$ cat src/rtl/cpu_step_ctrl_pkg.sv
`default_nettype none
// ============================================================================
// Module  : cpu_step_ctrl_pkg
// Brief   : Shared encodings for the CPU execution controller: front-panel
//           mode codes, controller FSM states and a state decode helper.
//           Also imported by the board top and by the bench.
// Rev     : 1.0  initial release
// ============================================================================
package cpu_step_ctrl_pkg;

    // Front-panel mode selector encodings
    localparam logic [1:0] MODE_HALT  = 2'b00;
    localparam logic [1:0] MODE_STEP  = 2'b01;
    localparam logic [1:0] MODE_BURST = 2'b10;
    localparam logic [1:0] MODE_RUN   = 2'b11;

    // Controller FSM states
    typedef enum logic [2:0] {
        ST_IDLE   = 3'd0,
        ST_STEP   = 3'd1,
        ST_BURST  = 3'd2,
        ST_RUN    = 3'd3,
        ST_HALTED = 3'd4
    } state_e;

    // True for every state in which the core is clocked forward
    function automatic logic is_stepping(input state_e s);
        return (s == ST_STEP) || (s == ST_BURST) || (s == ST_RUN);
    endfunction

endpackage : cpu_step_ctrl_pkg
`default_nettype wire

$ cat src/rtl/cpu_step_ctrl_btn_debounce.sv
`default_nettype none
// ============================================================================
// Module  : cpu_step_ctrl_btn_debounce
// Brief   : Two-flop synchroniser, level debouncer and rising-edge pulse for
//           the raw push-button. A new level is accepted only after it has
//           been sampled DEBOUNCE_CYCLES times in a row; releases never pulse.
// Rev     : 1.0  initial release
// ============================================================================
module cpu_step_ctrl_btn_debounce
    import cpu_step_ctrl_pkg::*;
#(
    parameter int DEBOUNCE_CYCLES = 16
) (
    input  logic clk,
    input  logic rst,
    input  logic btn_raw_i,
    output logic btn_press_o
);

    localparam int                 c_CNT_W   = (DEBOUNCE_CYCLES > 1) ? $clog2(DEBOUNCE_CYCLES) : 1;
    localparam logic [c_CNT_W-1:0] c_CNT_MAX = c_CNT_W'(DEBOUNCE_CYCLES - 1);
    localparam logic [c_CNT_W-1:0] c_CNT_ONE = c_CNT_W'(1);

    logic               sync1_q;
    logic               sync2_q;
    logic               stable_q;
    logic               stable_prev_q;
    logic               press_q;
    logic [c_CNT_W-1:0] cnt_q;

    // Bring the asynchronous button into the clock domain
    always_ff @(posedge clk or posedge rst) begin
        if (rst) begin
            sync1_q <= 1'b0;
            sync2_q <= 1'b0;
        end else begin
            sync1_q <= btn_raw_i;
            sync2_q <= sync1_q;
        end
    end

    // Count consecutive samples that differ from the accepted level; any
    // bounce back to the accepted level restarts the count
    always_ff @(posedge clk or posedge rst) begin
        if (rst) begin
            cnt_q    <= '0;
            stable_q <= 1'b0;
        end else if (sync2_q != stable_q) begin
            if (cnt_q == c_CNT_MAX) begin
                stable_q <= sync2_q;
                cnt_q    <= '0;
            end else begin
                cnt_q <= cnt_q + c_CNT_ONE;
            end
        end else begin
            cnt_q <= '0;
        end
    end

    // Registered one-cycle pulse on an accepted 0->1 transition
    always_ff @(posedge clk or posedge rst) begin
        if (rst) begin
            stable_prev_q <= 1'b0;
            press_q       <= 1'b0;
        end else begin
            stable_prev_q <= stable_q;
            press_q       <= stable_q & ~stable_prev_q;
        end
    end

    assign btn_press_o = press_q;

endmodule : cpu_step_ctrl_btn_debounce
`default_nettype wire

$ cat src/rtl/cpu_step_ctrl.sv
`default_nettype none
// ============================================================================
// Module  : cpu_step_ctrl
// Brief   : Execution controller between the board push-button and the CPU
//           core. Issues core clock-enable pulses in halt, single-step,
//           burst and free-run modes, counts issued steps and parks the
//           controller when the core reports a HLT.
// Rev     : 1.0  initial release
// ============================================================================
module cpu_step_ctrl
    import cpu_step_ctrl_pkg::*;
#(
    parameter int DEBOUNCE_CYCLES = 16,
    parameter int BURST_W         = 8,
    parameter int STEP_CNT_W      = 16
) (
    input  logic                  clk,
    input  logic                  rst,
    input  logic                  btn_raw_i,
    input  logic [1:0]            mode_i,
    input  logic [BURST_W-1:0]    burst_len_i,
    input  logic                  halt_req_i,
    output logic                  step_en_o,
    output logic                  busy_o,
    output logic                  btn_press_o,
    output logic [STEP_CNT_W-1:0] steps_done_o
);

    localparam logic [BURST_W-1:0]    c_BURST_ONE = BURST_W'(1);
    localparam logic [STEP_CNT_W-1:0] c_STEP_ONE  = STEP_CNT_W'(1);

    logic                  press_w;
    logic                  halt_q;
    state_e                state_q;
    state_e                state_d;
    logic [BURST_W-1:0]    cnt_q;
    logic [BURST_W-1:0]    cnt_d;
    logic                  step_en_q;
    logic                  busy_q;
    logic [STEP_CNT_W-1:0] steps_q;

    cpu_step_ctrl_btn_debounce #(
        .DEBOUNCE_CYCLES (DEBOUNCE_CYCLES)
    ) u_btn_debounce (
        .clk         (clk),
        .rst         (rst),
        .btn_raw_i   (btn_raw_i),
        .btn_press_o (press_w)
    );

    // State, burst counter and registered outputs; outputs are loaded from
    // the next state so they line up with the state they describe
    always_ff @(posedge clk or posedge rst) begin
        if (rst) begin
            state_q   <= ST_IDLE;
            cnt_q     <= '0;
            halt_q    <= 1'b0;
            step_en_q <= 1'b0;
            busy_q    <= 1'b0;
        end else begin
            state_q   <= state_d;
            cnt_q     <= cnt_d;
            halt_q    <= halt_req_i;
            step_en_q <= is_stepping(state_d);
            busy_q    <= (state_d == ST_BURST) || (state_d == ST_RUN);
        end
    end

    // Next-state logic; a registered halt request overrides everything,
    // including a press arriving in the same cycle
    always_comb begin
        state_d = state_q;
        cnt_d   = cnt_q;
        if (halt_q) begin
            state_d = ST_HALTED;
        end else begin
            case (state_q)
                ST_IDLE: begin
                    if (press_w && (mode_i == MODE_STEP)) begin
                        state_d = ST_STEP;
                    end else if (press_w && (mode_i == MODE_BURST)) begin
                        state_d = ST_BURST;
                        cnt_d   = (burst_len_i == '0) ? c_BURST_ONE : burst_len_i;
                    end else if (mode_i == MODE_RUN) begin
                        state_d = ST_RUN;
                    end
                end
                ST_STEP: begin
                    state_d = ST_IDLE;
                end
                ST_BURST: begin
                    // Mode changes and presses do not disturb a burst
                    if (cnt_q <= c_BURST_ONE) begin
                        state_d = ST_IDLE;
                    end else begin
                        cnt_d = cnt_q - c_BURST_ONE;
                    end
                end
                ST_RUN: begin
                    if (mode_i != MODE_RUN) begin
                        state_d = ST_IDLE;
                    end
                end
                ST_HALTED: begin
                    // The press only releases the halt; it does not step
                    if (press_w) begin
                        state_d = ST_IDLE;
                    end
                end
                default: begin
                    state_d = ST_IDLE;
                end
            endcase
        end
    end

    // Total issued steps, free-running modulo 2^STEP_CNT_W
    always_ff @(posedge clk or posedge rst) begin
        if (rst) begin
            steps_q <= '0;
        end else if (step_en_q) begin
            steps_q <= steps_q + c_STEP_ONE;
        end
    end

    assign step_en_o    = step_en_q;
    assign busy_o       = busy_q;
    assign btn_press_o  = press_w;
    assign steps_done_o = steps_q;

endmodule : cpu_step_ctrl
`default_nettype wire

$ cat config.mk
export PLATFORM = sky130hd
export DESIGN_NAME = cpu_step_ctrl
export DESIGN_NICKNAME = d
export VERILOG_FILES = /design/src/rtl/cpu_step_ctrl_pkg.sv /design/src/rtl/cpu_step_ctrl_btn_debounce.sv /design/src/rtl/cpu_step_ctrl.sv
export SDC_FILE = /design/constraint.sdc
export NUM_CORES = 1
export LEC_CHECK = 0
export ABC_AREA = 1
export BUFFER_PORTS_ARGS = -buffer_cell sky130_fd_sc_hd__clkbuf_2
export CAP_MARGIN = 20
export CORE_AREA = 10 10 94 88
export CTS_CLUSTER_DIAMETER = 80
export CTS_CLUSTER_SIZE = 40
export DETAILED_ROUTE_END_ITERATION = 16
export DIE_AREA = 0 0 104 98
export PLACE_DENSITY = 0.64
export SYNTH_ARGS = -nofsm -noshare
export SYNTH_HDL_FRONTEND = slang
export SYNTH_HIERARCHICAL = 1
export SYNTH_SLANG_ARGS = --single-unit
$ cat constraint.sdc
create_clock -name clk -period 1.76 [get_ports clk]
set_input_delay 0.088 -clock clk [delete_from_list [all_inputs] [get_ports clk]]
set_output_delay 0.088 -clock clk [all_outputs]
set_load 0.05 [all_outputs]
==> flow_summary.toml, run 1 <==
[timing]
hold_viol_final = 0
clock.fmax_ghz = 0.6415
finalWorstPathRequiredPeriod_ps = 1559
clock_skew_ps = 4.043
worst_pin_slew_ps = 384.4
setup_tns_ps = 0
final_min_period_over_clock_period_pct = 88.57
slew_viol_final = 0
final_report_setup_violation_count = 0
slew_headroom_pct = 74.38
grt_setup_unrepaired = "false"

[clock_tree]
cts.root.buffer_cell = "clkbuf_8"
clock_sinks = 39
clk-insertion-delay-late_ps = 290
cts_inserted_buffers = 5
post-cts-setup-buffers = 0
clock_tree.htree_level_count = 2
cts.clk_slew.worst_paths_ps = 70
tritoncts_clock_tree = "done"
max-clock-path-buffers = 2

[power]
power.ir.vdd_worst_mv = 0.4551
net-switching-power_w = 0.0004715
switching_share_pct = 24.67
pwr-share-seq_pct = 49.8
internal-power_w = 0.001440
pwr-share-comb_pct = 9.6
pwr-share-clk_pct = 40.5
power_density_mw_per_mm2 = 745.8
static_leakage_nw = 1.375

[detailed_routing]
route.detailed.wl_per_inst_um = 10.48
detailroute.wirelength.met3_um = 229
highest_layer_used_for_signal_routing = "met4"
drt_drc_violations_left = 0
dr_wl_met2_um = 1918
route.vias.total = 1801
viasPerCell = 4.258
detail_route.first_pass.iterations = 4
ant_nets = 0
routed_wl_um = 4432
drtIter0Drc = 47
wl_met1_um = 2218

[die]
floorplan.initialDensity_pct = 33.69
floorplan.rows = 28
die-area_mm2 = 0.01019
core_area_mm2 = 0.006376
die-height_um = 98
count_of_pins_on_the_block_boundary = 33
die_outline_width_um = 104

[logic_synthesis]
synth_ff_type = "dfrtp_1"
synth-seq-area-share_pct = 45.43
synth-edff-count = 0
ys_ff_latch = 39
ys_warns = 6
synth_commonest_cells = "95 x nand2_1, 44 x inv_1, 39 x dfrtp_1, 34 x nor2_1, 22 x nand3_1"
post_synth_mux_area_share_pct = 0
synth_area_mm2 = 0.002148
synth.area.top_cells = "dfrtp_1 45%, nand2_1 17%, inv_1 7.7%, nor2_1 5.9%, nand3_1 5.1%"
synth_area_leader_cell = "dfrtp_1"
synth_cell_type_count = 26
post_synth_xor_area_fraction_pct = 4.485
synth.most_common_cell = "nand2_1"
synth_compound_gate_area_share_pct = 4.310
synth.top_cell.area_share_pct = 45.43
async_flop_share_pct = 100.0
synth_top_family_by_area = "simple AND/OR/NAND/NOR gates"
synth_fp_nets = 309
postSynthCellCount = 291
post_synth_and_or_nand_nor_area_fraction_pct = 34.36
mean_cell_area_of_the_mapped_netlist_um2 = 7.383
synthAdderAreaFrac_pct = 2.330

[setup_path]
endpoint_kind = "flop"
worst-endpoint-arrival_ps = 1740
critical-path-max-stage-delay_ps = 410
timing.critical_path.slowest_stage_cell = "dfrtp_1"
critPathMaxFanout = 13
cp_cell_sequence = "inv_1 -> ha_1 -> nor2_1 -> nor2_1 -> nand3_1 -> nand2_4 -> inv_1 -> nand2_1 -> nand2_1"
worstPathBufferInverterCount = 2
path_type_of_the_worst_setup_path = "flop to flop"
crit_family = "simple AND/OR/NAND/NOR gates"
worstPathRequired_ps = 1950
worstSetupStartpointType = "flop"

[placement]
post-dp-hpwl_um = 3465
placed_cells_incl_taps = 412
port_buffers = 32
globalplace.congestion = 0.7906

[global_route]
grt_start_max_net_pins = 31
first_global_vias = 1747
grt_antenna_before_repair = 0
grt_pass1_wl_um = 7866
global_route.usage.total_pct = 9.103
gr-total-overflow = 0

[cells_and_area]
antenna_cells_inserted = 0
drive_above_1_share_pct = 17.12
filler_free_cell_count_of_the_finished_design = 423
area_growth_syn_to_layout_pct = 19.28
design.final.nets = 350
num-fill-cells = 699

[job]
cap_violations = 0

[run_status]
run_status = "finished clean"

[worst_hold_path]
min-delay-path-class = "input port to flop"
[final cells by class]
| type | count | area, um^2 | area share [%] |
|---|---|---|---|
| Multi-Input combinational cell | 203 | 982.2 | 38.33 |
| Sequential cell | 39 | 975.9 | 38.09 |
| Timing Repair Buffer | 36 | 197.7 | 7.715 |
| Inverter | 47 | 176.4 | 6.885 |
| Tap cell | 90 | 112.6 | 4.395 |
| Clock buffer | 6 | 82.58 | 3.223 |
| Clock inverter | 2 | 35.03 | 1.367 |
[cells by family (layout without fill, tap and decap cells)]
kind of cell               Yosys count  after routing
AOI/OAI and AO/OA                   16             16
xor gates and xnor gates            11             11
adders and majority gates            4              4
buffers and inverters               49             91
DFF                                 39             39
and+or+nand+nor                    172            172
[power by group through the flow]
stage                     Sequential, W  Combinational (W)  Clock (W)
final                          0.000952           0.000184   0.000774
after global routing           0.000958           0.000209   0.000841
after CTS                      0.000953           0.000189   0.000801
after detailed placement       0.000971           0.000183          0
after global placement         0.000968           0.000182          0
after floorplan                 0.00101          0.0000833          0
[placed cells by master, fill, tap and decap left out, types with 5 or more instances in the layout]
cell type   n
nand3_1    22
nand2_1    95
dfrtp_1    39
inv_1      44
o21ai_0     5
clkbuf_2   32
clkbuf_8    6
xnor2_1     6
xor2_1      5
nor2_1     34
o21ai_1     5
nand4_1     6
[state kept, by name (all words and copies together) (netlist names)]
register	count
u_btn_debounce/sync1_q	1
steps_done_o	16
u_btn_debounce/cnt_q	4
cnt_q	8
u_btn_debounce/stable_prev_q	1
u_btn_debounce/sync2_q	1
u_btn_debounce/stable_q	1
u_btn_debounce/btn_press_o	1
step_en_o	1
busy_o	1
halt_q	1
state_q	3
[stage by stage]
stage,setup slack [ps],util (%),total power [W],cell area [um^2],hold WS (ps)
after floorplan,164.3,-,0.001093,2148,-84.08
after global placement,221.1,37.79,0.001150,2410,53.92
after detailed placement,150.7,37.79,0.001154,2410,65.16
after CTS,139.3,40.11,0.001943,2557,80.74
after global routing,0.9963,40.19,0.002008,2562,96.85
final,201.1,40.19,0.001911,2562,97.06
[metal layers]
metal	GRT usage [%]	up-vias
li1	-	974
met1	11.30	786
met2	14.42	33
met3	2.891	8
met4	3.529	0
met5	0	-
[worst reg2reg max path: cells and delay by family (launching register included)]
family / cells / cell delay, ps
simple gates: 6 / 610
flops: 1 / 410
fa+ha+maj: 1 / 240
buf+inv: 2 / 200
[worst paths after layout]
path                                        start                 endpoint  slack [ps]  cells past startpoint
setup / recovery                         cnt_q[0]                 cnt_q[3]         200                      9
hold / removal                     burst_len_i[2]                 cnt_q[2]         100                      3
setup reg to reg                         cnt_q[0]                 cnt_q[3]         200                      9
hold reg to reg            u_btn_debounce/sync1_q   u_btn_debounce/sync2_q         350                      0
max in group asynchronous                     rst         steps_done_o[12]        1070                      4
min in group asynchronous                     rst  u_btn_debounce/cnt_q[2]         300                      3
[repair_timing]
action | CTS | global route
resized for setup | 0 | 1
endpoints found under the setup margin | 0 | 3
hold buffers | 3 | 0
endpoints found under the hold margin | 41 | 0
Power figures use the tool's default switching activity.
==> run 2: changes to the inputs <==
--- a/config.mk
+++ b/config.mk
@@ -8,12 +8,12 @@
 export ABC_AREA = 1
 export BUFFER_PORTS_ARGS = -buffer_cell sky130_fd_sc_hd__clkbuf_2
 export CAP_MARGIN = 20
-export CORE_AREA = 10 10 94 88
+export CORE_AREA = 10 10 77 72
 export CTS_CLUSTER_DIAMETER = 80
 export CTS_CLUSTER_SIZE = 40
 export DETAILED_ROUTE_END_ITERATION = 16
-export DIE_AREA = 0 0 104 98
-export PLACE_DENSITY = 0.64
+export DIE_AREA = 0 0 87 82
+export PLACE_DENSITY = 0.89
 export SYNTH_ARGS = -nofsm -noshare
 export SYNTH_HDL_FRONTEND = slang
 export SYNTH_HIERARCHICAL = 1
==> flow_summary.toml, run 2 (same netlist as run 1, synthesis figures left out) <==
[run_status]
run_status = "finished clean"

[placement]
placed_cells_incl_taps = 370
post-dp-hpwl_um = 3425
port_buffers = 32
globalplace.congestion = 0.8891

[timing]
hold_ws_ps = 75.41
setup_tns_ps = 0
finalWorstPathRequiredPeriod_ps = 1608
hold_viol_final = 0
slew_headroom_pct = 74.63
grt_setup_unrepaired = "false"
clock_skew_ps = 3.168
final_min_period_over_clock_period_pct = 91.36
final_report_setup_violation_count = 0
slew_viol_final = 0
clock.fmax_ghz = 0.6219
worst_pin_slew_ps = 380.5

[cells_and_area]
final_common_cell = "nand2_1"
largest_register_ff_count = 16
area_growth_syn_to_layout_pct = 16.19
drive_above_1_share_pct = 17.12
design.final.nets = 350
filler_free_cell_count_of_the_finished_design = 381
antenna_cells_inserted = 0
most-common-layout-cells = "95 x nand2_1, 44 x inv_1, 39 x dfrtp_1"

[job]
cap_violations = 0

[detailed_routing]
viasPerCell = 4.934
route.detailed.wl_per_inst_um = 12.06
drtIter0Drc = 112
route.vias.total = 1880
ant_nets = 0
detail_route.first_pass.iterations = 5
routed_wl_um = 4594
drt_drc_violations_left = 0

[die]
die-area_mm2 = 0.007134
die-height_um = 82
core_area_mm2 = 0.003991
floorplan.initialDensity_pct = 53.82
die_outline_width_um = 87
count_of_pins_on_the_block_boundary = 33
floorplan.rows = 22

[clock_tree]
tritoncts_clock_tree = "done"
clk-insertion-delay-late_ps = 290
cts.root.buffer_cell = "clkbuf_8"
max-clock-path-buffers = 2
post-cts-setup-buffers = 0
clock_tree.htree_level_count = 2
cts_inserted_buffers = 5
clock_sinks = 39
cts.clk_slew.worst_paths_ps = 70

[global_route]
grt_antenna_before_repair = 0
gr-total-overflow = 0
first_global_vias = 1833
grt_pass1_wl_um = 7907
global_route.usage.total_pct = 13.58
grt_start_max_net_pins = 31

[worst_hold_path]
min-delay-path-class = "input port to flop"

[setup_path]
regToRegEndpoint = "cnt_q[0]"
endpoint_kind = "flop"
worstPathRequired_ps = 1950
worst-endpoint-arrival_ps = 1800
worstSetupStartpointType = "flop"
path_type_of_the_worst_setup_path = "flop to flop"
critical_path.endpoint = "cnt_q[0]"
startpoint = "cnt_q[0]"
worstRegToRegCells = 9
critPathMaxFanout = 13
crit-reg2reg-launch = "cnt_q[0]"
reg2reg_setup_slack_ps = 150

[power]
power_w = 0.001809
power_density_mw_per_mm2 = 724.9
static_leakage_nw = 1.364
power.ir.vdd_worst_mv = 0.5436
[run 2: routing by layer]
| metal | track usage (%) | share of wire, % | vias up |
|---|---|---|---|
| met1 | 16.08 | 45 | 861 |
| met5 | 0 | 0 | - |
| li1 | - | - | 970 |
| met4 | 4.693 | 0.81 | 0 |
| met2 | 22.47 | 46 | 45 |
| met3 | 4.748 | 7.4 | 4 |
[run 2: stage by stage]
stage / area, um^2 / setup slack (ps) / utilization, %
floorplan: 2148 / 164.3 / -
global placement: 2357 / 231.0 / 59.06
detailed placement: 2357 / 140.6 / 59.06
CTS: 2491 / 121.7 / 62.41
global route: 2496 / 4.855 / 62.54
finish: 2496 / 152.0 / 62.54
[run 2: layout make-up]
type	instances	area, um^2
clock inverters	1	7.507
flip-flops and latches	39	975.9
inverters	47	176.4
fillers	338	1495
multi-input cells	203	982.2
well taps	48	60.06
repair buffers	36	197.7
clock buffers	7	96.34
[run 2: critical path: stages, from the launching register on]
cell and delay, ps:
dfrtp_1 400, inv_1 100, ha_1 230, nor2_1 60, nor2_1 160, nand3_1 150
nand2_4 170, inv_1 100, nand2_1 80, nand2_1 50
[run 2: repair_timing]
item	CTS	global route
resized for setup	0	1
hold endpoints to repair	41	0
hold buffers	3	0
setup endpoints to repair	0	3
[run 2: report_power, final]
| group | internal (W) | leakage (nW) | total, W | switching (W) |
|---|---|---|---|---|
| logic | 0.0000590 | 0.791 | 0.000187 | 0.000128 |
| registers | 0.000922 | 0.522 | 0.000952 | 0.0000295 |
| clock network | 0.000356 | 0.0505 | 0.000671 | 0.000315 |
[run 2: worst min-delay path by stage]
stage,slack (ps),cells after the start,from,endpoint
after floorplan,-80,1,rst,u_btn_debounce/btn_press_o
after global placement,50,2,rst,u_btn_debounce/cnt_q[3]
after detailed placement,60,2,rst,u_btn_debounce/cnt_q[3]
after CTS,70,3,burst_len_i[2],cnt_q[2]
after global routing,110,3,burst_len_i[2],cnt_q[2]
final,80,3,burst_len_i[2],cnt_q[2]
